[config.mk]
export PLATFORM = sky130hd
export DESIGN_NAME = irq_controlpath
export DESIGN_NICKNAME = d
export VERILOG_FILES = /design/src/rtl/controlpath_pkg.sv /design/src/rtl/irq_priority_encoder.sv /design/src/rtl/irq_controlpath.sv
export SDC_FILE = /design/constraint.sdc
export NUM_CORES = 1
export LEC_CHECK = 0
export BUFFER_PORTS_ARGS = -buffer_cell sky130_fd_sc_hd__buf_4
export CORE_ASPECT_RATIO = 0.5
export CORE_MARGIN = 1
export CORE_UTILIZATION = 53
export DETAILED_ROUTE_END_ITERATION = 10
export GPL_ROUTABILITY_DRIVEN = 1
export PLACE_DENSITY = 0.86
export SLEW_MARGIN = 20
export SYNTH_ARGS = -nofsm -noshare
export SYNTH_HDL_FRONTEND = slang
export SYNTH_SLANG_ARGS = --single-unit
export TNS_END_PERCENT = 50
[constraint.sdc]
create_clock -name clock -period 3.3 [get_ports clock]
set_clock_uncertainty 0.15 [all_clocks]
set_input_delay 0.165 -clock clock [delete_from_list [all_inputs] [get_ports clock]]
set_output_delay 0.165 -clock clock [all_outputs]
set_load 0.02 [all_outputs]
[src/rtl/controlpath_pkg.sv]
// Shared types and encodings for the interrupt-capable CPU control path:
// FSM states, opcodes, jump conditions and datapath source selectors.
package controlpath_pkg;

    typedef enum logic [5:0] {
        st_sample          = 6'd0,
        st_fetch_addr      = 6'd1,
        st_fetch_data      = 6'd2,
        st_decode          = 6'd3,
        st_load_addr       = 6'd4,
        st_load_data       = 6'd5,
        st_store           = 6'd6,
        st_alu             = 6'd7,
        st_alu_imm8        = 6'd8,
        st_alu_imm4        = 6'd9,
        st_push            = 6'd10,
        st_push_inc        = 6'd11,
        st_pop_dec         = 6'd12,
        st_pop_addr        = 6'd13,
        st_pop_data        = 6'd14,
        st_jump            = 6'd15,
        st_jump_link_push  = 6'd16,
        st_jump_link_inc   = 6'd17,
        st_jump_set        = 6'd18,
        st_jump_ret_dec    = 6'd19,
        st_jump_ret_addr   = 6'd20,
        st_jump_ret_set    = 6'd21,
        st_ei_di           = 6'd22,
        st_halt            = 6'd23,
        st_irq_push_pc     = 6'd24,
        st_irq_inc_pc      = 6'd25,
        st_irq_push_sr     = 6'd26,
        st_irq_inc_sr      = 6'd27,
        st_irq_jmp         = 6'd28,
        st_rti_dec_sr      = 6'd29,
        st_rti_addr_sr     = 6'd30,
        st_rti_set_sr      = 6'd31,
        st_rti_dec_pc      = 6'd32,
        st_rti_addr_pc     = 6'd33,
        st_rti_set_pc      = 6'd34
    } state_t;

    localparam logic [3:0] OP_LOAD     = 4'h0;
    localparam logic [3:0] OP_STORE    = 4'h1;
    localparam logic [3:0] OP_ALU_IMM8 = 4'h2;
    localparam logic [3:0] OP_PUSH     = 4'h5;
    localparam logic [3:0] OP_POP      = 4'h6;
    localparam logic [3:0] OP_HALT     = 4'h7;
    localparam logic [3:0] OP_ALU      = 4'h8;
    localparam logic [3:0] OP_ALU_IMM4 = 4'h9;
    localparam logic [3:0] OP_JUMP     = 4'hA;
    localparam logic [3:0] OP_RTI      = 4'hB;
    localparam logic [3:0] OP_EI_DI    = 4'hC;

    localparam logic [3:0] COND_JMP = 4'h0;
    localparam logic [3:0] COND_JZ  = 4'h1;
    localparam logic [3:0] COND_JNZ = 4'h2;
    localparam logic [3:0] COND_JN  = 4'h3;
    localparam logic [3:0] COND_JP  = 4'h4;

    typedef enum logic {
        addr_register_data = 1'b0,
        addr_sp            = 1'b1
    } mem_write_addr_source_t;

    typedef enum logic [1:0] {
        data_register_data = 2'd0,
        data_next_pc       = 2'd1,
        data_this_pc       = 2'd2,
        data_sr            = 2'd3
    } mem_write_data_source_t;

    // Unknown condition codes are never taken.
    function automatic logic jump_taken(input logic [3:0] cond, input logic z, input logic n);
        case (cond)
            COND_JMP: jump_taken = 1'b1;
            COND_JZ:  jump_taken = z;
            COND_JNZ: jump_taken = !z;
            COND_JN:  jump_taken = n;
            COND_JP:  jump_taken = !n && !z;
            default:  jump_taken = 1'b0;
        endcase
    endfunction

endpackage

[src/rtl/irq_priority_encoder.sv]
// Fixed-priority encoder: reports the lowest-index active request line.
module irq_priority_encoder
#(
    parameter int NUM_IRQ = 4,
    parameter int ID_W    = (NUM_IRQ > 1) ? $clog2(NUM_IRQ) : 1
) (
    input  logic [NUM_IRQ-1:0] req,
    output logic               valid,
    output logic [ID_W-1:0]    index
);

    // Scanning downwards lets the lowest active index overwrite the others.
    always_comb begin
        valid = |req;
        index = '0;
        for (int i = NUM_IRQ - 1; i >= 0; i--) begin
            if (req[i]) begin
                index = ID_W'(i);
            end
        end
    end

endmodule

[src/rtl/irq_controlpath.sv]
// Multicycle control FSM for the 16-bit core with prioritised, vectored
// interrupts, global interrupt enable, rti and halt-with-wakeup.
module irq_controlpath
    import controlpath_pkg::*;
#(
    parameter int NUM_IRQ = 4,
    parameter int ID_W    = (NUM_IRQ > 1) ? $clog2(NUM_IRQ) : 1
) (
    input  logic                   clock,
    input  logic                   reset,
    input  logic [15:0]            instruction,
    input  logic                   Z,
    input  logic                   N,
    input  logic [NUM_IRQ-1:0]     irq_req,
    output logic [NUM_IRQ-1:0]     irq_ack,
    output logic [ID_W-1:0]        irq_id,
    output logic                   irq_enabled,
    output logic                   halted,
    output logic                   reg_write,
    output logic                   mem_to_reg,
    output logic                   mem_read_is_pc,
    output logic                   mem_read_is_sp,
    output logic                   alu_override_imm8,
    output logic                   alu_override_imm4,
    output logic                   alu_set_flags,
    output logic                   set_pc,
    output logic                   pc_from_register,
    output logic                   pc_from_irq,
    output logic                   pc_from_mem,
    output logic                   sr_from_mem,
    output logic                   set_sp,
    output logic                   increase_sp,
    output logic                   mem_write,
    output mem_write_addr_source_t mem_write_addr_source,
    output mem_write_data_source_t mem_write_data_source,
    output logic [5:0]             state
);

    state_t            state_q, state_d;
    logic              ie_q, ie_d;
    logic              from_halt_q;
    logic [ID_W-1:0]   irq_id_q;
    logic              irq_valid;
    logic [ID_W-1:0]   irq_index;
    logic              take_irq;
    logic [3:0]        opcode;
    logic              taken;
    logic              is_link;
    logic              is_return;
    logic              unused_instruction_bits;

    irq_priority_encoder #(
        .NUM_IRQ (NUM_IRQ),
        .ID_W    (ID_W)
    ) u_encoder (
        .req   (irq_req),
        .valid (irq_valid),
        .index (irq_index)
    );

    assign opcode    = instruction[15:12];
    assign is_link   = instruction[4];
    assign is_return = instruction[5];
    assign taken     = jump_taken(instruction[3:0], Z, N);
    assign unused_instruction_bits = ^instruction[11:6];

    // Requests are only ever considered at an instruction boundary or while halted.
    assign take_irq = ie_q && irq_valid && (state_q == st_sample || state_q == st_halt);

    always_ff @(posedge clock) begin
        // NOTE: sequential state uses non-blocking assignments so every register
        // samples pre-edge values, independent of statement order.
        if (reset) begin
            state_q     <= st_sample;
            ie_q        <= 1'b0;
            irq_id_q    <= '0;
            from_halt_q <= 1'b0;
        end else begin
            state_q <= state_d;
            ie_q    <= ie_d;
            if (take_irq) begin
                irq_id_q    <= irq_index;
                from_halt_q <= (state_q == st_halt);
            end
        end
    end

    always_comb begin
        // NOTE: every output of this block gets a default first; a path that
        // skipped an assignment would otherwise infer a latch.
        state_d               = state_q;
        ie_d                  = ie_q;
        reg_write             = 1'b0;
        mem_to_reg            = 1'b0;
        mem_read_is_pc        = 1'b0;
        mem_read_is_sp        = 1'b0;
        alu_override_imm8     = 1'b0;
        alu_override_imm4     = 1'b0;
        alu_set_flags         = 1'b0;
        set_pc                = 1'b0;
        pc_from_register      = 1'b0;
        pc_from_irq           = 1'b0;
        pc_from_mem           = 1'b0;
        sr_from_mem           = 1'b0;
        set_sp                = 1'b0;
        increase_sp           = 1'b0;
        mem_write             = 1'b0;
        mem_write_addr_source = addr_register_data;
        mem_write_data_source = data_register_data;

        case (state_q)
            st_sample: begin
                if (take_irq) begin
                    ie_d    = 1'b0;
                    state_d = st_irq_push_pc;
                end else begin
                    state_d = st_fetch_addr;
                end
            end
            st_fetch_addr: begin
                mem_read_is_pc = 1'b1;
                state_d        = st_fetch_data;
            end
            st_fetch_data: begin
                mem_read_is_pc = 1'b1;
                state_d        = st_decode;
            end
            st_decode: begin
                case (opcode)
                    OP_LOAD:     state_d = st_load_addr;
                    OP_STORE:    state_d = st_store;
                    OP_ALU_IMM8: state_d = st_alu_imm8;
                    OP_PUSH:     state_d = st_push;
                    OP_POP:      state_d = st_pop_dec;
                    OP_ALU:      state_d = st_alu;
                    OP_ALU_IMM4: state_d = st_alu_imm4;
                    OP_JUMP:     state_d = (is_link && !is_return) ? st_jump_link_push : st_jump;
                    OP_RTI:      state_d = st_rti_dec_sr;
                    OP_EI_DI:    state_d = st_ei_di;
                    OP_HALT:     state_d = st_halt;
                    default:     state_d = st_halt;
                endcase
            end
            st_load_addr: state_d = st_load_data;
            st_load_data: begin
                reg_write  = 1'b1;
                mem_to_reg = 1'b1;
                set_pc     = 1'b1;
                state_d    = st_sample;
            end
            st_store: begin
                mem_write = 1'b1;
                set_pc    = 1'b1;
                state_d   = st_sample;
            end
            st_alu, st_alu_imm8, st_alu_imm4: begin
                reg_write         = 1'b1;
                alu_set_flags     = 1'b1;
                alu_override_imm8 = (state_q == st_alu_imm8);
                alu_override_imm4 = (state_q == st_alu_imm4);
                set_pc            = 1'b1;
                state_d           = st_sample;
            end
            st_push: begin
                mem_write             = 1'b1;
                mem_write_addr_source = addr_sp;
                state_d               = st_push_inc;
            end
            st_push_inc: begin
                set_sp      = 1'b1;
                increase_sp = 1'b1;
                set_pc      = 1'b1;
                state_d     = st_sample;
            end
            st_pop_dec: begin
                set_sp  = 1'b1;
                state_d = st_pop_addr;
            end
            st_pop_addr: begin
                mem_read_is_sp = 1'b1;
                state_d        = st_pop_data;
            end
            st_pop_data: begin
                mem_read_is_sp = 1'b1;
                reg_write      = 1'b1;
                mem_to_reg     = 1'b1;
                set_pc         = 1'b1;
                state_d        = st_sample;
            end
            st_jump: state_d = is_return ? st_jump_ret_dec : st_jump_set;
            // A failed condition keeps the cycle count but suppresses stack traffic.
            st_jump_link_push: begin
                mem_write             = taken;
                mem_write_addr_source = addr_sp;
                mem_write_data_source = data_next_pc;
                state_d               = st_jump_link_inc;
            end
            st_jump_link_inc: begin
                set_sp      = taken;
                increase_sp = taken;
                state_d     = st_jump_set;
            end
            st_jump_set: begin
                set_pc           = 1'b1;
                pc_from_register = taken;
                state_d          = st_sample;
            end
            st_jump_ret_dec: begin
                set_sp  = taken;
                state_d = st_jump_ret_addr;
            end
            st_jump_ret_addr: begin
                mem_read_is_sp = taken;
                state_d        = st_jump_ret_set;
            end
            st_jump_ret_set: begin
                set_pc         = 1'b1;
                mem_read_is_sp = taken;
                pc_from_mem    = taken;
                state_d        = st_sample;
            end
            st_ei_di: begin
                set_pc  = 1'b1;
                ie_d    = instruction[0];
                state_d = st_sample;
            end
            st_halt: begin
                if (take_irq) begin
                    ie_d    = 1'b0;
                    state_d = st_irq_push_pc;
                end
            end
            // Halt never advanced the PC, so waking must save the following address.
            st_irq_push_pc: begin
                mem_write             = 1'b1;
                mem_write_addr_source = addr_sp;
                mem_write_data_source = from_halt_q ? data_next_pc : data_this_pc;
                state_d               = st_irq_inc_pc;
            end
            st_irq_inc_pc: begin
                set_sp      = 1'b1;
                increase_sp = 1'b1;
                state_d     = st_irq_push_sr;
            end
            st_irq_push_sr: begin
                mem_write             = 1'b1;
                mem_write_addr_source = addr_sp;
                mem_write_data_source = data_sr;
                state_d               = st_irq_inc_sr;
            end
            st_irq_inc_sr: begin
                set_sp      = 1'b1;
                increase_sp = 1'b1;
                state_d     = st_irq_jmp;
            end
            st_irq_jmp: begin
                set_pc           = 1'b1;
                pc_from_register = 1'b1;
                pc_from_irq      = 1'b1;
                state_d          = st_sample;
            end
            st_rti_dec_sr: begin
                set_sp  = 1'b1;
                state_d = st_rti_addr_sr;
            end
            st_rti_addr_sr: begin
                mem_read_is_sp = 1'b1;
                state_d        = st_rti_set_sr;
            end
            st_rti_set_sr: begin
                mem_read_is_sp = 1'b1;
                sr_from_mem    = 1'b1;
                state_d        = st_rti_dec_pc;
            end
            st_rti_dec_pc: begin
                set_sp  = 1'b1;
                state_d = st_rti_addr_pc;
            end
            st_rti_addr_pc: begin
                mem_read_is_sp = 1'b1;
                state_d        = st_rti_set_pc;
            end
            st_rti_set_pc: begin
                mem_read_is_sp = 1'b1;
                pc_from_mem    = 1'b1;
                set_pc         = 1'b1;
                ie_d           = 1'b1;
                state_d        = st_sample;
            end
            default: state_d = st_sample;
        endcase
    end

    always_comb begin
        irq_ack = '0;
        if (state_q == st_irq_jmp) begin
            irq_ack[irq_id_q] = 1'b1;
        end
    end

    assign irq_id      = irq_id_q;
    assign irq_enabled = ie_q;
    assign halted      = (state_q == st_halt);
    assign state       = state_q;

endmodule

==> out/results.ini, run 1 <==
[hold_path]
hold_path_class = input port to register
min_path_cells = 2

[synth]
post_synth_main_area_contributors = dfxtp_1 (14%), nor2_1 (5.9%), a21oi_1 (4.7%)
syn_nets = 235
synth.cell_area_um2 = 1390
synthFlopType = dfxtp_1
synth-edff-count = 0
asyncSetResetFlopFracSynth_pct = 0
synth.ff_latch_count = 10
synth_sequential_area_ratio_pct = 14.4
syn_area_per_cell_um2 = 6.60
yosys_warnings = 0
synth_area_leader_cell = dfxtp_1
postSynthCellCount = 211
yosys.cell_types.count = 56
synth.top_cell.area_share_pct = 14.4

[critical_path]
critical_path_peak_fanout = 28
end_kind = output pin
critPathKind = register to output pin
worstRegToRegCells = 5
worst-endpoint-arrival_ns = 2.36
cp_cell_sequence = nand2b_1 > or3_1 > nor3b_1 > buf_4
worst_path_largest_cell_delay_ns = 0.90
cp_slowest_cell = dfxtp_1
data_required_time_of_the_critical_path_ns = 2.98
startpoint_type = register

[cts]
cts_root_buffer = clkbuf_8
clk_pin_slew_ns = 0.05
post_cts_resized = 0
clock_sink_count = 10
cts_tree = yes
cts-root-to-sink-buffers = 2
cts-buffers-inserted = 3
postCtsSetupRepairBufs = 0
h-tree-depth = 1
clock_latency_of_the_later_clocked_register_in_the_worst_skew_pair_ns = 0.23
post_cts_hold_buffer_count = 0

[timing]
slew_of_the_pin_with_the_lowest_slew_margin_ns = 0.955
rsz_0062_raised_after_global_routing = no
layout_setup_ws_ns = 0.624
worst_slew_margin_rel_pct = 36.2
final_hold_viol_count = 0
period_share_pct = 81.1
final_max_slew_viol_count = 0
setup_viol = 0
clock.fmax_ghz = 0.374
post-route-min-period_ns = 2.68
timing.setup.tns_ns = 0

[floorplanning]
io_pins = 56
placement_rows = 12
floorplan.die_area_um2 = 2850
design.core.area_um2 = 2340
initial_cell_density_of_the_core_pct = 59.5
floorplan.die.width_um = 74.5
floorplan.die.height_um = 38.2

[global_route]
globalRoute.totalOverflow = 0
wire_length_of_the_first_global_routing_pass_um = 6810
antenna_found_initial = 0
global_router_s_overall_resource_usage_pct = 32.1
via_count_of_the_first_global_routing_pass = 1464
grt_max_degree = 32

[placed_design]
finalWeightedCongestion = 0.939
post-dp-hpwl_um = 3200
buffers_on_ports = 49
place_worst_setup_slack_ns = 0.922

[routing]
drc = 0
via_count = 1793
final_antenna_violating_net_count = 0
vias_per_cell = 6.40
wl_final_um = 4500
routed_wire_length_per_instance_um = 16.1
dr.pass1.iters = 5
detailedRoute.firstIterationViolations = 203

[layout]
layout.cells.most_common = buf_4
final_cell_mix = buf_4 (49), nor2_1 (22), nand2_1 (16)
syn2layout_area_growth_pct = 27.3
antennaDiodeCount = 0
layout.nets = 270
finalCoreUtilization_pct = 75.7
final_layout_size_suffix_gt1_share_pct = 26.1

[power]
clock_power_share_pct = 17.3
power.switching_w = 0.000431
power.ir.vdd_worst_v = 0.000236
p_int_w = 0.000437
power.share.combinational_pct = 54.4
total_leakage_power_nw = 0.757
cellPowerDensity_nw_per_um2 = 489
netSwitchingFraction_pct = 49.6
p_seq_share_pct = 28.3

[job]
drv.max_cap_violation_count = 0

[status]
status = complete, no violations

## power groups by stage
stage / registers, W / logic, W / clock network (W)
3_5_place_dp: 0.000243 / 0.000449 / 0
6_report: 0.000245 / 0.000472 / 0.000150
5_1_grt: 0.000255 / 0.000502 / 0.000159
2_1_floorplan: 0.000175 / 0.000383 / 0
4_1_cts: 0.000240 / 0.000457 / 0.000151
3_3_place_gp: 0.000242 / 0.000438 / 0
## critical path: cells and delay by family, from the launching register on
kind,cells,cell delay [ns]
buffers and inverters,1,0.18
DFF,1,0.90
and+or+nand+nor,3,1.04
## kinds of logic (layout without fill, tap and decap cells)
logic type,after synthesis,count (layout),share of synthesized area [%]
AOI/OAI and AO/OA,67,67,35.3
buffers and inverters,29,63,8.89
muxes,5,5,3.68
DFF,10,10,14.4
xor gates and xnor gates,1,1,0.629
and+or+nand+nor,99,99,37.1
## registers in the layout, indices dropped and copies added, names as in the netlist
name         cells
state            6
irq_id           2
from_halt_q      1
irq_enabled      1
## Yosys cell counts, types with 2 or more instances
cell type	instances
nor2_1	22
nand2_1	16
a21oi_1	13
clkbuf_1	11
nor3_1	11
o21ai_0	11
dfxtp_1	10
nand2b_1	10
inv_1	9
nand3_1	7
a31oi_1	6
buf_2	6
nor2b_1	6
or3_1	5
and3_1	4
mux2i_1	4
o31ai_1	4
or2_2	4
nand4_1	3
nor3b_1	3
a221oi_1	2
a32oi_1	2
nor4_1	2
o211a_1	2
o211ai_1	2
o21bai_1	2
o22ai_1	2
o311ai_0	2
o32ai_1	2
or4_1	2
## per-stage QoR
stage	instances	total power (W)	hold slack (ns)	area, µm²
detailed placement	276	0.000692	0.289	1720
CTS	280	0.000849	0.0468	1770
floorplan	211	0.000558	0.216	1390
finish	280	0.000868	0.0551	1770
global route	280	0.000916	0.0560	1770
global placement	276	0.000680	0.284	1720
## per-layer routing
metal	wire length [µm]	vias to the layer above	GRT usage, %
met1	1910	813	42.8
met3	561	2	10.3
met5	0	-	0
li1	-	858	-
met2	2020	120	52.3
met4	8	0	3.77
## worst paths after layout
check | startpoint | endpoint | slack (ns)
max reg2reg | state[4] | state[0] | 0.81
min | reset | state[1] | 0.06
max | state[2] | irq_ack[1] | 0.62
min reg2reg | from_halt_q | from_halt_q | 0.43
## final cells by class
cell class | count | area, µm²
Timing Repair Buffer | 49 | 368
Multi-Input combinational cell | 172 | 1070
Tap cell | 35 | 43.8
Inverter | 10 | 37.5
Fill cell | 197 | 569
Sequential cell | 10 | 200
Clock buffer | 4 | 55.1
Note: power is estimated with default switching activity, not from simulation.
==> run 2, diff against run 1 <==
CORE_UTILIZATION = 44   (was 53)
PLACE_DENSITY = 0.77   (was 0.86)
clock period = 2.2 ns   (was 3.3 ns; I/O delays follow)
==> run 2 against run 1 <==
  * Cell count increased by 8.2%
  * Sequential cell count stayed put
  * Routed wire length is 3.2% higher
  * Critical endpoint is now pc_from_mem
  * Largest power group unchanged
==> out/results.ini, run 2 (synthesis gave the netlist of run 1 again) <==
[status]
status = complete, no violations

[layout]
layout.nets = 292
final_layout_size_suffix_gt1_share_pct = 33.5
fill_cells = 252
layout.cells.most_common = buf_4
sequential_cell_area_um2 = 205
largest_register_ffs = 6
layout.cell_area.non_filler_um2 = 1960
antennaDiodeCount = 0
syn2layout_area_growth_pct = 40.4
multiInputGateArea_um2 = 1070
final_cell_mix = buf_4 (68), nor2_1 (22), nand2_1 (16)

[placed_design]
placement.cell_area_um2 = 1890
post-dp-hpwl_um = 3590
buffers_on_ports = 49
finalWeightedCongestion = 0.896

[timing]
setup_viol = 0
period_share_pct = 94.6
final_max_slew_viol_count = 0
clock.fmax_ghz = 0.480
worst_slew_margin_rel_pct = 67.0
rsz_0062_raised_after_global_routing = no
slew_of_the_pin_with_the_lowest_slew_margin_ns = 0.492
finalHoldWorstSlack_ns = 0.0499
post-route-min-period_ns = 2.08
final_hold_viol_count = 0
timing.setup.tns_ns = 0

[critical_path]
data_required_time_of_the_critical_path_ns = 1.94
critPathKind = register to output pin
endpoint_of_the_worst_register_to_register_path = irq_enabled
cp_cell_sequence = buf_4 > nand2b_1 > or4_1 > o31ai_1 > buf_4
worst_reg2reg_setup_slack_ns = 0.27
timing.critical_path.buf_inv = 2
worstRegToRegCells = 5
worst-endpoint-arrival_ns = 1.82
end_kind = output pin
reg2reg_from = state[1]
startpoint_type = register
cp_slowest_cell = or4_1
critical_path_peak_fanout = 25
top_cell_family_by_delay_on_the_critical_path = simple AND/OR/NAND/NOR gates
worst_path_largest_cell_delay_ns = 0.57
cell_with_the_most_instances_on_the_worst_path = buf_4

[global_route]
antenna_found_initial = 0
grt_max_degree = 26
wire_length_of_the_first_global_routing_pass_um = 7320
globalRoute.totalOverflow = 0
via_count_of_the_first_global_routing_pass = 1557
global_router_s_overall_resource_usage_pct = 27.8

[routing]
wl_final_um = 4640
via_count = 1915
dr.pass1.iters = 5
vias_per_cell = 6.32
final_antenna_violating_net_count = 0
drc = 0
detailedRoute.firstIterationViolations = 207
routed_wire_length_per_instance_um = 15.3

[cts]
clock_sink_count = 10
cts-root-to-sink-buffers = 2
cts_root_buffer = clkbuf_8
h-tree-depth = 1
cts_tree = yes
clk_pin_slew_ns = 0.05
clock_latency_of_the_later_clocked_register_in_the_worst_skew_pair_ns = 0.24
cts-buffers-inserted = 3

[floorplanning]
design.core.area_um2 = 2800
floorplan.die_area_um2 = 3410
floorplan.die.height_um = 41.8
io_pins = 56
placement_rows = 13
floorplan.die.width_um = 81.6
initial_cell_density_of_the_core_pct = 49.8

[job]
drv.max_cap_violation_count = 0

[power]
total_leakage_power_nw = 0.866
power.ir.vdd_worst_v = 0.000362
cellPowerDensity_nw_per_um2 = 725

[hold_path]
min_path_cells = 3
worst_hold_startpoint = irq_req[1]
worstHoldEndpoint = irq_id[1]
hold_path_class = input port to register

[run 2: cell count changes in the layout (fill, tap and decap cells not counted), moves of 2 or more]
cell	delta
o21ai_0	-2
o21ai_1	+2
dfxtp_2	+4
dfxtp_1	-4
buf_4	+19
[run 2: routing by layer]
metal	wire length [µm]	up-vias	share of wire [%]	global-route usage [%]
li1	-	900	-	-
met1	2060	885	44	38.9
met2	1970	120	43	44.3
met3	555	10	12	5.27
met4	50	0	1.1	5.00
met5	0	-	0	0
[run 2: metrics by stage]
step	setup slack (ns)	std cells	utilization, %	power (W)
2_1_floorplan	-0.0713	211	-	0.000838
3_3_place_gp	0.189	299	67.6	0.00118
3_5_place_dp	0.158	299	67.6	0.00120
4_1_cts	0.0362	303	69.5	0.00140
5_1_grt	0.0229	303	69.9	0.00151
6_report	0.118	303	69.9	0.00142
[run 2: worst register-to-register path, cell delays in order (launching register included)]
cell and delay (ns):
dfxtp_2 0.43, or4_4 0.57, a21oi_1 0.24, buf_4 0.16, o221ai_1 0.11, o211a_1 0.15
[run 2: worst max path at each step]
stage / startpoint / end / cells past startpoint / slack [ns]
2_1_floorplan: state[5] / mem_write / 5 / -0.07
3_3_place_gp: state[1] / state[0] / 6 / 0.19
3_5_place_dp: state[1] / state[1] / 4 / 0.16
4_1_cts: state[5] / mem_write / 5 / 0.04
5_1_grt: state[5] / mem_write / 5 / 0.02
6_report: state[3] / pc_from_mem / 5 / 0.12
[run 2: timing repair]
action | CTS | global route
hold buffers | 1 | 0
buffers inserted | 0 | 0
setup endpoints to repair | 6 | 7
gates resized for setup | 2 | 6
hold endpoints to repair | 5 | 0
[run 2: area by class of cell]
| class | count | share of cell area [%] |
|---|---|---|
| Inverter | 10 | 1.92 |
| Tap cell | 37 | 2.37 |
| Multi-Input combinational cell | 172 | 54.9 |
| Sequential cell | 10 | 10.5 |
| Clock buffer | 3 | 2.11 |
| Timing Repair Buffer | 71 | 28.2 |
[run 2: power breakdown]
part | switching, W | internal, W | leakage, nW
Sequential | 0.0000950 | 0.000211 | 0.0827
Combinational | 0.000493 | 0.000431 | 0.761
Clock | 0.0000689 | 0.000120 | 0.0216
